**config.mk**
```make
export PLATFORM = sky130hd
export DESIGN_NAME = inv_mix_columns_iter_flat
export DESIGN_NICKNAME = d
export VERILOG_FILES = /design/src/rtl/aes_pkg.sv /design/src/rtl/inv_mix_columns_iter_if.sv /design/src/rtl/inv_mix_single_column.sv /design/src/rtl/inv_mix_columns_iter.sv /design/src/flat_wrapper.sv
export SDC_FILE = /design/constraint.sdc
export NUM_CORES = 1
export LEC_CHECK = 0
export CAP_MARGIN = 25
export CORE_MARGIN = 4
export CORE_UTILIZATION = 47
export DETAILED_ROUTE_END_ITERATION = 7
export PLACE_DENSITY = 0.81
export SYNTH_ARGS = -nofsm -noshare
export SYNTH_HDL_FRONTEND = slang
export SYNTH_SLANG_ARGS = --single-unit
```
**constraint.sdc**
```tcl
create_clock -name clk -period 3.65 [get_ports clk]
set_input_delay 1.095 -clock clk [delete_from_list [all_inputs] [get_ports clk]]
set_output_delay 1.095 -clock clk [all_outputs]
set_load 0.01 [all_outputs]
```
**src/rtl/aes_pkg.sv**
```systemverilog
// AES helpers shared by the encrypt and decrypt datapaths:
// GF(2^8) multipliers, state widths and the iterative-stage FSM encoding.
package aes_pkg;

  localparam int AES_STATE_W = 128;
  localparam int AES_COL_W   = 32;

  typedef enum logic [1:0] {
    IDLE = 2'd0,
    BUSY = 2'd1,
    DONE = 2'd2
  } imc_state_e;

  function automatic logic [7:0] xtime(input logic [7:0] a);
    return {a[6:0], 1'b0} ^ (a[7] ? 8'h1b : 8'h00);
  endfunction

  function automatic logic [7:0] gmul09(input logic [7:0] a);
    return xtime(xtime(xtime(a))) ^ a;
  endfunction

  function automatic logic [7:0] gmul0b(input logic [7:0] a);
    return xtime(xtime(xtime(a))) ^ xtime(a) ^ a;
  endfunction

  function automatic logic [7:0] gmul0d(input logic [7:0] a);
    return xtime(xtime(xtime(a))) ^ xtime(xtime(a)) ^ a;
  endfunction

  function automatic logic [7:0] gmul0e(input logic [7:0] a);
    return xtime(xtime(xtime(a))) ^ xtime(xtime(a)) ^ xtime(a);
  endfunction

endpackage

```
**src/rtl/inv_mix_columns_iter_if.sv**
```systemverilog
// Valid/ready bundle between the decrypt round and the InvMixColumns stage.
// master drives the input side and accepts results; slave is the stage.
interface inv_mix_columns_iter_if;
  import aes_pkg::*;

  logic                   in_valid;
  logic                   in_ready;
  logic [AES_STATE_W-1:0] in_data;
  logic                   out_valid;
  logic                   out_ready;
  logic [AES_STATE_W-1:0] out_data;

  modport master (
    output in_valid, in_data, out_ready,
    input  in_ready, out_valid, out_data
  );

  modport slave (
    input  in_valid, in_data, out_ready,
    output in_ready, out_valid, out_data
  );

endinterface

```
**src/rtl/inv_mix_single_column.sv**
```systemverilog
// Combinational InvMixColumns on one 32-bit column.
// Row-0 byte sits in the MSB.
module inv_mix_single_column
  import aes_pkg::*;
(
  input  logic [AES_COL_W-1:0] col_i,
  output logic [AES_COL_W-1:0] col_o
);

  logic [7:0] a0, a1, a2, a3;

  assign {a0, a1, a2, a3} = col_i;

  assign col_o[31:24] = gmul0e(a0) ^ gmul0b(a1)
                      ^ gmul0d(a2) ^ gmul09(a3);
  assign col_o[23:16] = gmul09(a0) ^ gmul0e(a1)
                      ^ gmul0b(a2) ^ gmul0d(a3);
  assign col_o[15:8]  = gmul0d(a0) ^ gmul09(a1)
                      ^ gmul0e(a2) ^ gmul0b(a3);
  assign col_o[7:0]   = gmul0b(a0) ^ gmul0d(a1)
                      ^ gmul09(a2) ^ gmul0e(a3);

endmodule

```
**src/rtl/inv_mix_columns_iter.sv**
```systemverilog
// Iterative AES InvMixColumns, COLS_PER_CYC columns per clock.
// Define INV_MIX_ZERO_OUT_EN to blank out_data while out_valid is low.
module inv_mix_columns_iter
  import aes_pkg::*;
#(
  parameter int COLS_PER_CYC = 1
) (
  input logic                  clk,
  input logic                  rst_n,
  inv_mix_columns_iter_if.slave bus
);

  if (!(COLS_PER_CYC == 1 ||
        COLS_PER_CYC == 2 ||
        COLS_PER_CYC == 4)) begin : g_bad_cfg
    $error("COLS_PER_CYC must be 1, 2 or 4");
  end

  localparam logic [1:0] STEP = 2'(COLS_PER_CYC);
  localparam logic [1:0] LAST = 2'(4 - COLS_PER_CYC);

  imc_state_e                  state_q, state_d;
  logic [1:0]                  col_idx_q, col_idx_d;
  logic [3:0][AES_COL_W-1:0]   work_q, work_d;

  logic [COLS_PER_CYC-1:0][1:0]           col_sel;
  logic [COLS_PER_CYC-1:0][AES_COL_W-1:0] col_in;
  logic [COLS_PER_CYC-1:0][AES_COL_W-1:0] col_out;

  logic acc;
  logic last;

  // column c lives at packed index 3-c, i.e. ~c for a 2-bit index
  for (genvar k = 0; k < COLS_PER_CYC; k++) begin : g_col
    assign col_sel[k] = col_idx_q + 2'(k);
    assign col_in[k]  = work_q[~col_sel[k]];
    inv_mix_single_column u_col (
      .col_i (col_in[k]),
      .col_o (col_out[k])
    );
  end

  assign acc  = (state_q == IDLE) && bus.in_valid;
  assign last = (col_idx_q == LAST);

  always_ff @(posedge clk or negedge rst_n) begin
    if (!rst_n) state_q <= IDLE;
    else        state_q <= state_d;
  end

  always_comb begin
    state_d = state_q;
    unique case (state_q)
      IDLE:    if (acc) state_d = BUSY;
      BUSY:    if (last) state_d = DONE;
      DONE:    if (bus.out_ready) state_d = IDLE;
      default: state_d = IDLE;
    endcase
  end

  always_comb begin
    work_d    = work_q;
    col_idx_d = col_idx_q;
    if (acc) begin
      work_d    = bus.in_data;
      col_idx_d = 2'd0;
    end else if (state_q == BUSY) begin
      for (int k = 0; k < COLS_PER_CYC; k++) begin
        work_d[~col_sel[k]] = col_out[k];
      end
      col_idx_d = col_idx_q + STEP;
    end
  end

  always_ff @(posedge clk or negedge rst_n) begin
    if (!rst_n) begin
      work_q    <= '0;
      col_idx_q <= 2'd0;
    end else begin
      work_q    <= work_d;
      col_idx_q <= col_idx_d;
    end
  end

  always_comb begin
    bus.in_ready  = (state_q == IDLE);
    bus.out_valid = (state_q == DONE);
`ifdef INV_MIX_ZERO_OUT_EN
    bus.out_data  = bus.out_valid ? work_q : '0;
`else
    bus.out_data  = work_q;
`endif
  end

endmodule

```
**src/flat_wrapper.sv**
```systemverilog
// flat-port wrapper written by rule: the top's interface ports become plain ports
module inv_mix_columns_iter_flat import aes_pkg::*;
#(
  parameter int COLS_PER_CYC = 1
)
  (clk, rst_n, bus_in_valid, bus_in_data, bus_out_ready, bus_in_ready, bus_out_valid, bus_out_data);
  inv_mix_columns_iter_if bus_i ();
  input logic clk;
  input logic rst_n;
  input wire logic [$bits(bus_i.in_valid)-1:0] bus_in_valid;
  input wire logic [$bits(bus_i.in_data)-1:0] bus_in_data;
  input wire logic [$bits(bus_i.out_ready)-1:0] bus_out_ready;
  output wire logic [$bits(bus_i.in_ready)-1:0] bus_in_ready;
  output wire logic [$bits(bus_i.out_valid)-1:0] bus_out_valid;
  output wire logic [$bits(bus_i.out_data)-1:0] bus_out_data;
  assign bus_i.in_valid = bus_in_valid;
  assign bus_i.in_data = bus_in_data;
  assign bus_i.out_ready = bus_out_ready;
  assign bus_in_ready = bus_i.in_ready;
  assign bus_out_valid = bus_i.out_valid;
  assign bus_out_data = bus_i.out_data;
  inv_mix_columns_iter #(.COLS_PER_CYC(COLS_PER_CYC)) u_core (.clk(clk), .rst_n(rst_n), .bus(bus_i));
endmodule
```
Word level (Yosys, flattened, before mapping)
Cells that the tools add are included.
{"block": "word_totals", "register_bits": 132, "inputBits": 132, "word_cells": 94}
{"block": "classes", "add_sub_neg": 1, "n_lt_le_gt_ge": 2, "eq_ne": 6, "muxes": 25, "bitwise_logic": 49, "n_reduce_logical": 5}
{"op": "bitwise XOR 8 bit", "n": 40}
{"op": "2-to-1 mux 128 bit", "n": 2}
{"op": "bitwise mux 128 bit", "n": 1}
{"op": "binary-select mux 32 bit (select 2 bit)", "n": 1}
{"op": "demux 32 bit (select 2 bit)", "n": 1}
{"op": "2-to-1 mux 32 bit", "n": 2}
{"op": "bitwise XOR 8 x 5 -> 8 bit", "n": 8}
{"op": "2-to-1 mux 5 bit", "n": 12}
{"op": "2-to-1 mux 2 bit", "n": 5}
{"op": "case mux 2 bit (3 select lines)", "n": 1}
{"op": "equality test 2 bit (second input constant)", "n": 2}
{"op": "inequality test 2 x 1 -> 1 bit (second input constant)", "n": 2}
{"op": "< comparator 2 x 3 -> 1 bit (second input constant)", "n": 1}
{"op": "AND reduction 3 bit", "n": 1}
{"op": "adder 2 x 1 -> 2 bit (second input constant)", "n": 1}
{"op": "equality test 2 x 1 -> 1 bit (second input constant)", "n": 1}
{"op": ">= comparator 2 x 1 -> 1 bit (second input constant)", "n": 1}
{"op": "logical AND 1 bit", "n": 2}
{"op": "logical NOT 2 bit", "n": 1}
{"op": "inequality test 2 bit (second input constant)", "n": 1}
{"op": "NOT 2 bit", "n": 1}
{"op": "nonzero test 2 bit", "n": 1}

Logic depth before layout (Yosys ltp)
Gate-level depths: netlist (run 1).
{"block": "logic_depth", "depth_word": 17, "depth_mapped": 11, "depth_no_buf": 6}

Modules after synthesis
Synthesis (run 1) repeated with hierarchy kept, for this count alone.
{"block": "unflattened", "cells_unflattened": 723, "area_unflattened_um2": 8967.4}
{"mod": "inv_mix_columns_iter", "n_inst": 1, "cells_each": 510, "area_per_inst_um2": 6576.3}
{"mod": "inv_mix_single_column", "n_inst": 1, "cells_each": 213, "area_per_inst_um2": 2391.0}

Worst setup path before layout (run 1)
Ideal clock, no wire load.
{"block": "synth_timing", "path_kind": "register to register", "start": "reg u_core.col_idx_q[0]", "end": "reg u_core.work_q (netlist bit u_core.bus.out_data[27])", "arrival_time_ns": 2.904, "slack_ns": 0.670, "path_stages_with_launch": 8, "path_buffers": 1, "period_less_slack_ns": 2.980, "path_cell_list": "dfrtp_1 buf_6 mux4_2 xnor3_1 xor2_1 xnor3_1 xnor3_1 o21ai_1"}
{"block": "synth_between", "elab_chain_cells": 15, "elab_cells_between_ends": 43}
{"item": "start, declared", "line": "inv_mix_columns_iter.sv:23", "source": "logic [1:0] col_idx_q, col_idx_d;"}
{"item": "start signal, assigned", "line": "inv_mix_columns_iter.sv:81", "source": "col_idx_q <= col_idx_d;"}
{"item": "NOT 2 bit *", "line": "inv_mix_columns_iter.sv:36, inv_mix_columns_iter.sv:69"}
{"item": "binary-select mux 32 bit (select 2 bit)", "line": "inv_mix_columns_iter.sv:36", "source": "assign col_in[k] = work_q[~col_sel[k]];"}
{"item": "2-to-1 mux 32 bit (implied by the code)", "line": "inv_mix_columns_iter.sv:36"}
{"item": "2-to-1 mux 5 bit (tied with other cells)", "line": "aes_pkg.sv:15", "source": "return {a[6:0], 1'b0} ^ (a[7] ? 8'h1b : 8'h00);"}
{"item": "bitwise XOR 8 bit / bitwise XOR 8 x 5 -> 8 bit (equally long branches)", "line": "aes_pkg.sv:15"}
{"item": "bitwise XOR 8 bit (tied with other cells)", "line": "aes_pkg.sv:15"}
{"item": "bitwise XOR 8 x 5 -> 8 bit (on tied branches)"}
{"item": "bitwise XOR 8 bit (on tied branches)"}
{"item": "bitwise XOR 8 bit (on tied branches)", "line": "aes_pkg.sv:31, aes_pkg.sv:23"}
{"item": "bitwise XOR 8 bit", "line": "inv_mix_single_column.sv:14", "source": "assign col_o[31:24] = gmul0e(a0) ^ gmul0b(a1)"}
{"item": "bitwise XOR 8 bit (2 in series)", "line": "inv_mix_single_column.sv:15", "source": "^ gmul0d(a2) ^ gmul09(a3);"}
{"item": "bitwise mux 128 bit *", "line": "inv_mix_columns_iter.sv:69", "source": "work_d[~col_sel[k]] = col_out[k];"}
{"item": "2-to-1 mux 128 bit *", "line": "inv_mix_columns_iter.sv:67", "source": "end else if (state_q == BUSY) begin"}
{"item": "2-to-1 mux 128 bit *", "line": "inv_mix_columns_iter.sv:64", "source": "if (acc) begin"}
{"item": "end signal, assigned", "line": "inv_mix_columns_iter.sv:80", "source": "work_q <= work_d;"}
{"item": "end, declared", "line": "inv_mix_columns_iter.sv:24", "source": "logic [3:0][AES_COL_W-1:0] work_q, work_d;"}
Mark *: on every way between the ends. The rest lies on a longest branch, timed or not. The select of a mux whose other input is x is not followed.
A chain may end at the register's enable or synchronous reset.

Worst setup path after layout (run 1)
{"block": "layout_timing", "start": "reg u_core.col_idx_q[0]", "end": "reg u_core.work_q (netlist bit u_core.bus.out_data[22])"}
{"block": "layout_between", "elab_chain_cells": 15, "elab_cells_between_ends": 37}
{"item": "NOT 2 bit *", "line": "inv_mix_columns_iter.sv:36, inv_mix_columns_iter.sv:69"}
{"item": "binary-select mux 32 bit (select 2 bit)", "line": "inv_mix_columns_iter.sv:36"}
{"item": "2-to-1 mux 32 bit (implied by the code)", "line": "inv_mix_columns_iter.sv:36"}
{"item": "2-to-1 mux 5 bit", "line": "aes_pkg.sv:15"}
{"item": "bitwise XOR 8 x 5 -> 8 bit", "line": "aes_pkg.sv:15"}
{"item": "bitwise XOR 8 bit", "line": "aes_pkg.sv:15"}
{"item": "bitwise XOR 8 x 5 -> 8 bit", "line": "aes_pkg.sv:15"}
{"item": "bitwise XOR 8 bit (2 in series)", "line": "aes_pkg.sv:31", "source": "return xtime(xtime(xtime(a))) ^ xtime(xtime(a)) ^ xtime(a);"}
{"item": "bitwise XOR 8 bit", "line": "inv_mix_single_column.sv:16", "source": "assign col_o[23:16] = gmul09(a0) ^ gmul0e(a1)"}
{"item": "bitwise XOR 8 bit (2 in series)", "line": "inv_mix_single_column.sv:17", "source": "^ gmul0b(a2) ^ gmul0d(a3);"}
{"item": "bitwise mux 128 bit *", "line": "inv_mix_columns_iter.sv:69"}
{"item": "2-to-1 mux 128 bit *", "line": "inv_mix_columns_iter.sv:67"}
{"item": "2-to-1 mux 128 bit *", "line": "inv_mix_columns_iter.sv:64"}
Marked as above.

==> results.md, run 1 <==
* Status: complete, no violations
* Syn_nets at 828
* Initial core utilization at 47.7%
* Top-area cell type share of the netlist area at 40.2%
* Mean Syn Cell Area at 11.9 µm²
* EDFF count, synth at 0
* Synth Register Bits at 132
* Type of origin of the critical path: flip-flop
* Worst path max stage delay at 630 ps
* Yosys warns at 0
* P&R area growth vs syn at 43.1%
* Vias at 7383
* Count of cell types in the netlist at 30
* Max Clk Rate at 0.283 GHz
* Congestion Overflow GR at 0
* Layout cells sized above 1 at 11.3%
* Fin crit period at 3540 ps
* CP Depth at 8
* Mapped Area at 8210 µm²
* Crit-path leading delay family: XOR/XNOR gates
* # setup viols final at 0
* CORE AREA at around 17000 µm²
* Port bufs at 261
* Relative slew margins at 53.2%
* Clock Sinks at 132
* Post-Syn Instances at ~700
* Hold Buf Count CTS at 0
* Post-DP Area at 11100 µm²
* Cts bufs inserted at 17
* Rows at 48
* Post-CTS Resized at 0
* Inst Count DP at 1148
* Clk root buf: clkbuf_16
* Max-Cap Viols at 0
* RePlAce Congestion at between 1 and 1.5
* Routed Antenna Nets at 0
* Vias in the first global route at just under 8000
* Layout Utilization at 68.2%
* Worst slew pin tran at between 600 and 700 ps
* Crit path top cell by count: xnor2_1
* Setup TNS at 0 ps
* Clk buf depth at 2
* Seq. cell area at 3310 µm²
* Wire length per cell at 26.0 µm
* Worst-Skew Late Latency at roughly 430 ps
* Vias/cell at 6.26
* Post-CTS Setup Bufs at 0
* Wirelength, routed at between 30 and 40 mm
* GRT Total Usage at 30.7%
* Critical path class: reg2reg
* First-pass GRT wire length at 45.9 mm
* Initial antenna violation count at 1
* Worst-path clk slew at 50 ps
* Chip width at 140 µm
* Post-DP HPWL at 22.4 mm
* Drc violations at 0
* Required time of the worst setup path at 3910 ps
* FF-to-FF path depth at 8
* CP Max Fanout at 9
* Worst hold path class: reg2reg
* Hold Crit Depth at 1
* First DRT Iteration DRCs at around 860
* CTS tree: yes
* Fin. Hold Viols at 0
* Max Slew Vio Count at 0
* Buf/Inv on CP at 2
* Synth top cells by count: dfrtp_1 (132), a22oi_1 (128), xnor2_1 (114)
* Post-synth ARST share at 100%
* CP max stage cell: mux4_2
* Top FF cell, synth: dfrtp_1
* Non-filler cells, final at 1180
* Arrival time worst endpoint at roughly 3800 ps
* Largest net degree at the start of global routing at about 60
* Count leader, synth: dfrtp_1
* Fill cell count at 1189
* First-pass iteration count of the detailed router at 6
* Final worst-path cycle share at 97.0%
* Critical path cell sequence: buf_4 -> buf_4 -> mux4_2 -> xnor2_1 -> xnor2_1 -> xnor2_1 -> xnor2_1 -> o21ai_0
* Cell area after layout at 11800 µm²
* Final Skew at 12.9 ps
* Multi-input gate area at 4650 µm²
* Most area-consuming cells after synthesis: dfrtp_1 (40%), xnor2_1 (12%), a22oi_1 (12%)
* Die ar. at 19700 µm²
* RSZ-0062 raised after global routing: false
* Leading area contributor after synthesis: dfrtp_1
* Setup crit end kind: flip-flop
* I/O pin count at 262
* Post-synthesis sequential area ratio at 40.2%
* Die H at 140 µm
* Final nets at 1079
* CTS H-tree lvls at 4
[path summary, 6_finish.rpt]
check	end	from	slack, ps
setup reg to reg	u_core.bus.out_data[22]	u_core.col_idx_q[0]	110
hold / removal	u_core.state_q[0]	u_core.state_q[1]	510
max in group asynchronous	u_core.col_idx_q[0]	rst_n	2270
hold reg to reg	u_core.state_q[0]	u_core.state_q[1]	510
setup / recovery	u_core.bus.out_data[22]	u_core.col_idx_q[0]	110
min in group asynchronous	u_core.bus.out_data[15]	rst_n	650
[state kept, by name (all words and copies together), names as in the netlist]
| signal | count |
|---|---|
| u_core.col_idx_q | 2 |
| u_core.state_q | 2 |
| u_core.bus.out_data | 128 |
[layout make-up]
cell class                 instances  share of cell area (%)
multi-input combinational        497                    39.5
sequential                       132                    28.1
timing repair buffer             291                    24.8
clock buffer                      23                    4.15
tap                              225                    2.39
clock inverter                     7                   0.852
inverter                           4                   0.128
antenna                            1                  0.0213
[logic make-up (layout without fill, tap and decap cells)]
family	count (synthesis)	count (layout)	synth area share [%]
AO/OA/AOI/OAI	263	263	20.0
XOR/XNOR	185	185	25.8
adder cells (fa/ha/maj)	4	4	0.609
buffers and inverters	63	325	3.81
flip-flops	132	132	40.2
multiplexers	33	33	8.94
other	0	1	0
AND/OR/NAND/NOR	12	12	0.640
[through the flow]
| step | hold WS [ps] | setup slack, ps |
|---|---|---|
| floorplan | 464 | 670 |
| global placement | 484 | 392 |
| detailed placement | 506 | 285 |
| CTS | 511 | 266 |
| global route | 524 | 44.8 |
| finish | 509 | 111 |
[placed cells by master (no fill, tap or decap), types with 5 or more instances in the layout]
master           count
xnor3_1             25
a22oi_1            128
xnor2_2              6
clkdlybuf4s50_1    260
o21ai_0             94
nor2_1               5
buf_4               25
xnor2_1            114
o21ai_1             35
xor2_1              31
dfrtp_1            130
mux4_2              31
clkbuf_16           17
[layer usage]
layer | global-route usage (%) | wire, µm
met1 | 40.0 | 11100
met2 | 49.0 | 15000
met3 | 7.17 | 3160
met4 | 13.8 | 1390
met5 | 0 | 0
[worst reg2reg max path: stages (launching register included)]
cell	delay, ps
dfrtp_2	500
buf_4	240
buf_4	180
mux4_2	630
xnor2_1	220
xnor2_1	600
xnor2_1	250
xnor2_1	520
o21ai_0	240
Power of run 1 is not shown: default switching activity piles up to over one toggle a cycle in this logic, so the estimate is an artifact.
==> run 2, diff against run 1 <==
--- a/config.mk
+++ b/config.mk
@@ -6,10 +6,12 @@
 export NUM_CORES = 1
 export LEC_CHECK = 0
 export CAP_MARGIN = 25
+export CORE_ASPECT_RATIO = 1.4
 export CORE_MARGIN = 4
 export CORE_UTILIZATION = 47
 export DETAILED_ROUTE_END_ITERATION = 7
 export PLACE_DENSITY = 0.81
+export SKIP_CTS_REPAIR_TIMING = 1
 export SYNTH_ARGS = -nofsm -noshare
 export SYNTH_HDL_FRONTEND = slang
 export SYNTH_SLANG_ARGS = --single-unit
==> results.md, run 2 (same netlist as run 1, synthesis figures left out) <==
* GRT Total Usage at 29.7%
* Arrival time worst endpoint at roughly 3700 ps
* CTS H-tree lvls at 4
* Status: complete, no violations
* Initial antenna violation count at 0
* Buf/Inv on CP at 0
* Setup crit end kind: flip-flop
* Clk buf depth at 2
* P&R area growth vs syn at 44.3%
* Final nets at 1085
* CTS tree: yes
* First-pass iteration count of the detailed router at 5
* Post-DP HPWL at 22.0 mm
* Fin. Hold Viols at 0
* Congestion Overflow GR at 0
* Port bufs at 261
* Most frequent cells in the layout: clkdlybuf4s50_1 (260), dfrtp_1 (130), a22oi_1 (128), xnor2_1 (114), o21ai_0 (94)
* First-pass GRT wire length at between 40 and 50 mm
* Type of origin of the critical path: flip-flop
* CORE AREA at 17000 µm²
* Largest net degree at the start of global routing at 68
* Cts bufs inserted at 17
* Routed Antenna Nets at 0
* Most common cell after layout, fill and taps aside: clkdlybuf4s50_1
* Max-Cap Viols at 0
* Worst slew pin tran at around 810 ps
* Clk root buf: clkbuf_16
* Die H at 164 µm
* Worst-path clk slew at approximately 60 ps
* Drc violations at 0
* Wirelength, routed at between 20 and 30 mm
* Max Slew Vio Count at 0
* I/O pin count at between 200 and 300
* Vias/cell at 5.89
* Die ar. at 19700 µm²
* Clock Sinks at 132
* Fill cell count at 1279
* Final Skew at 12.8 ps
* RSZ-0062 raised after global routing: false
* CP max stage cell: dfrtp_2
* Initial core utilization at 48.4%
* Worst-Skew Late Latency at 420 ps
* Worst hold path class: reg2reg
* CP Depth at 6
* Relative slew margins at 46.1%
* Crit-path leading delay family: XOR/XNOR gates
* Max FFs per register at 128
* FF-to-FF path depth at 6
* Layout cells sized above 1 at 12.1%
* Fin crit period at 3390 ps
* First DRT Iteration DRCs at around 640
* # diodes at 0
* Setup TNS at 0 ps
* Vias in the first global route at 7518
* Rows at between 50 and 60
* CP Max Fanout at 28
* # setup viols final at 0
* Max Clk Rate at 0.295 GHz
* Critical path cell sequence: mux4_2 -> xnor2_1 -> xnor3_1 -> xnor3_1 -> xnor2_1 -> o21ai_0
* Wire length per cell at about 24 µm
* Hold Crit Depth at 1
* Chip width at 120 µm
* Final worst-path cycle share at slightly above 90%
* Vias at approximately 7000
* Worst path max stage delay at just under 900 ps
* Critical path class: reg2reg
* Required time of the worst setup path at 3920 ps
* RePlAce Congestion at about 1.0
run 2: cell types whose count changed in the layout (fill, tap and decap cells not counted), sizes merged:
cell / change
clkbuf: -3
buf: +6
clkinvlp: -2
clkinv: +3
bufinv: +4
diode: -1
run 2: area by class of cell:
class                   count  area (µm²)  share of cell area (%)
flip-flops and latches    132        3310                    27.9
clock inverters            12         228                    1.92
clock buffers              20         447                    3.77
repair buffers            297        2920                    24.6
inverters                   4        15.0                   0.127
multi-input cells         497        4650                    39.2
well taps                 232         290                    2.45
run 2: worst register-to-register path, stage by stage, from the launching register on:
cell and delay, ps:
dfrtp_2 890, mux4_2 560, xnor2_1 270, xnor3_1 540
xnor3_1 440, xnor2_1 410, o21ai_0 150
run 2: stage by stage:
step	setup slack (ps)	cells	util (%)	instance area [µm²]	hold slack, ps
final	257	1194	69.9	11800	497
after detailed placement	276	1162	65.9	11200	493
after floorplan	670	692	-	8210	464
after global routing	135	1194	69.9	11800	538
after CTS	260	1194	69.9	11800	500
after global placement	392	1162	65.9	11200	485
run 2: worst paths after layout:
check | startpoint | end | slack (ps)
min in group asynchronous | rst_n | u_core.bus.out_data[60] | 730
max in group asynchronous | rst_n | u_core.bus.out_data[46] | 2150
setup reg to reg | u_core.col_idx_q[1] | u_core.bus.out_data[60] | 260
hold reg to reg | u_core.state_q[1] | u_core.state_q[0] | 500
hold / removal | u_core.state_q[1] | u_core.state_q[0] | 500
setup / recovery | u_core.col_idx_q[1] | u_core.bus.out_data[60] | 260
run 2: routing by layer:
layer	vias up	GRT usage (%)	wire, µm
li1	3084	-	-
met1	3491	36.0	10500
met2	390	53.5	15800
met3	68	4.39	2100
met4	0	11.2	885
met5	-	0	0
Power of run 2 is left out for the same reason.
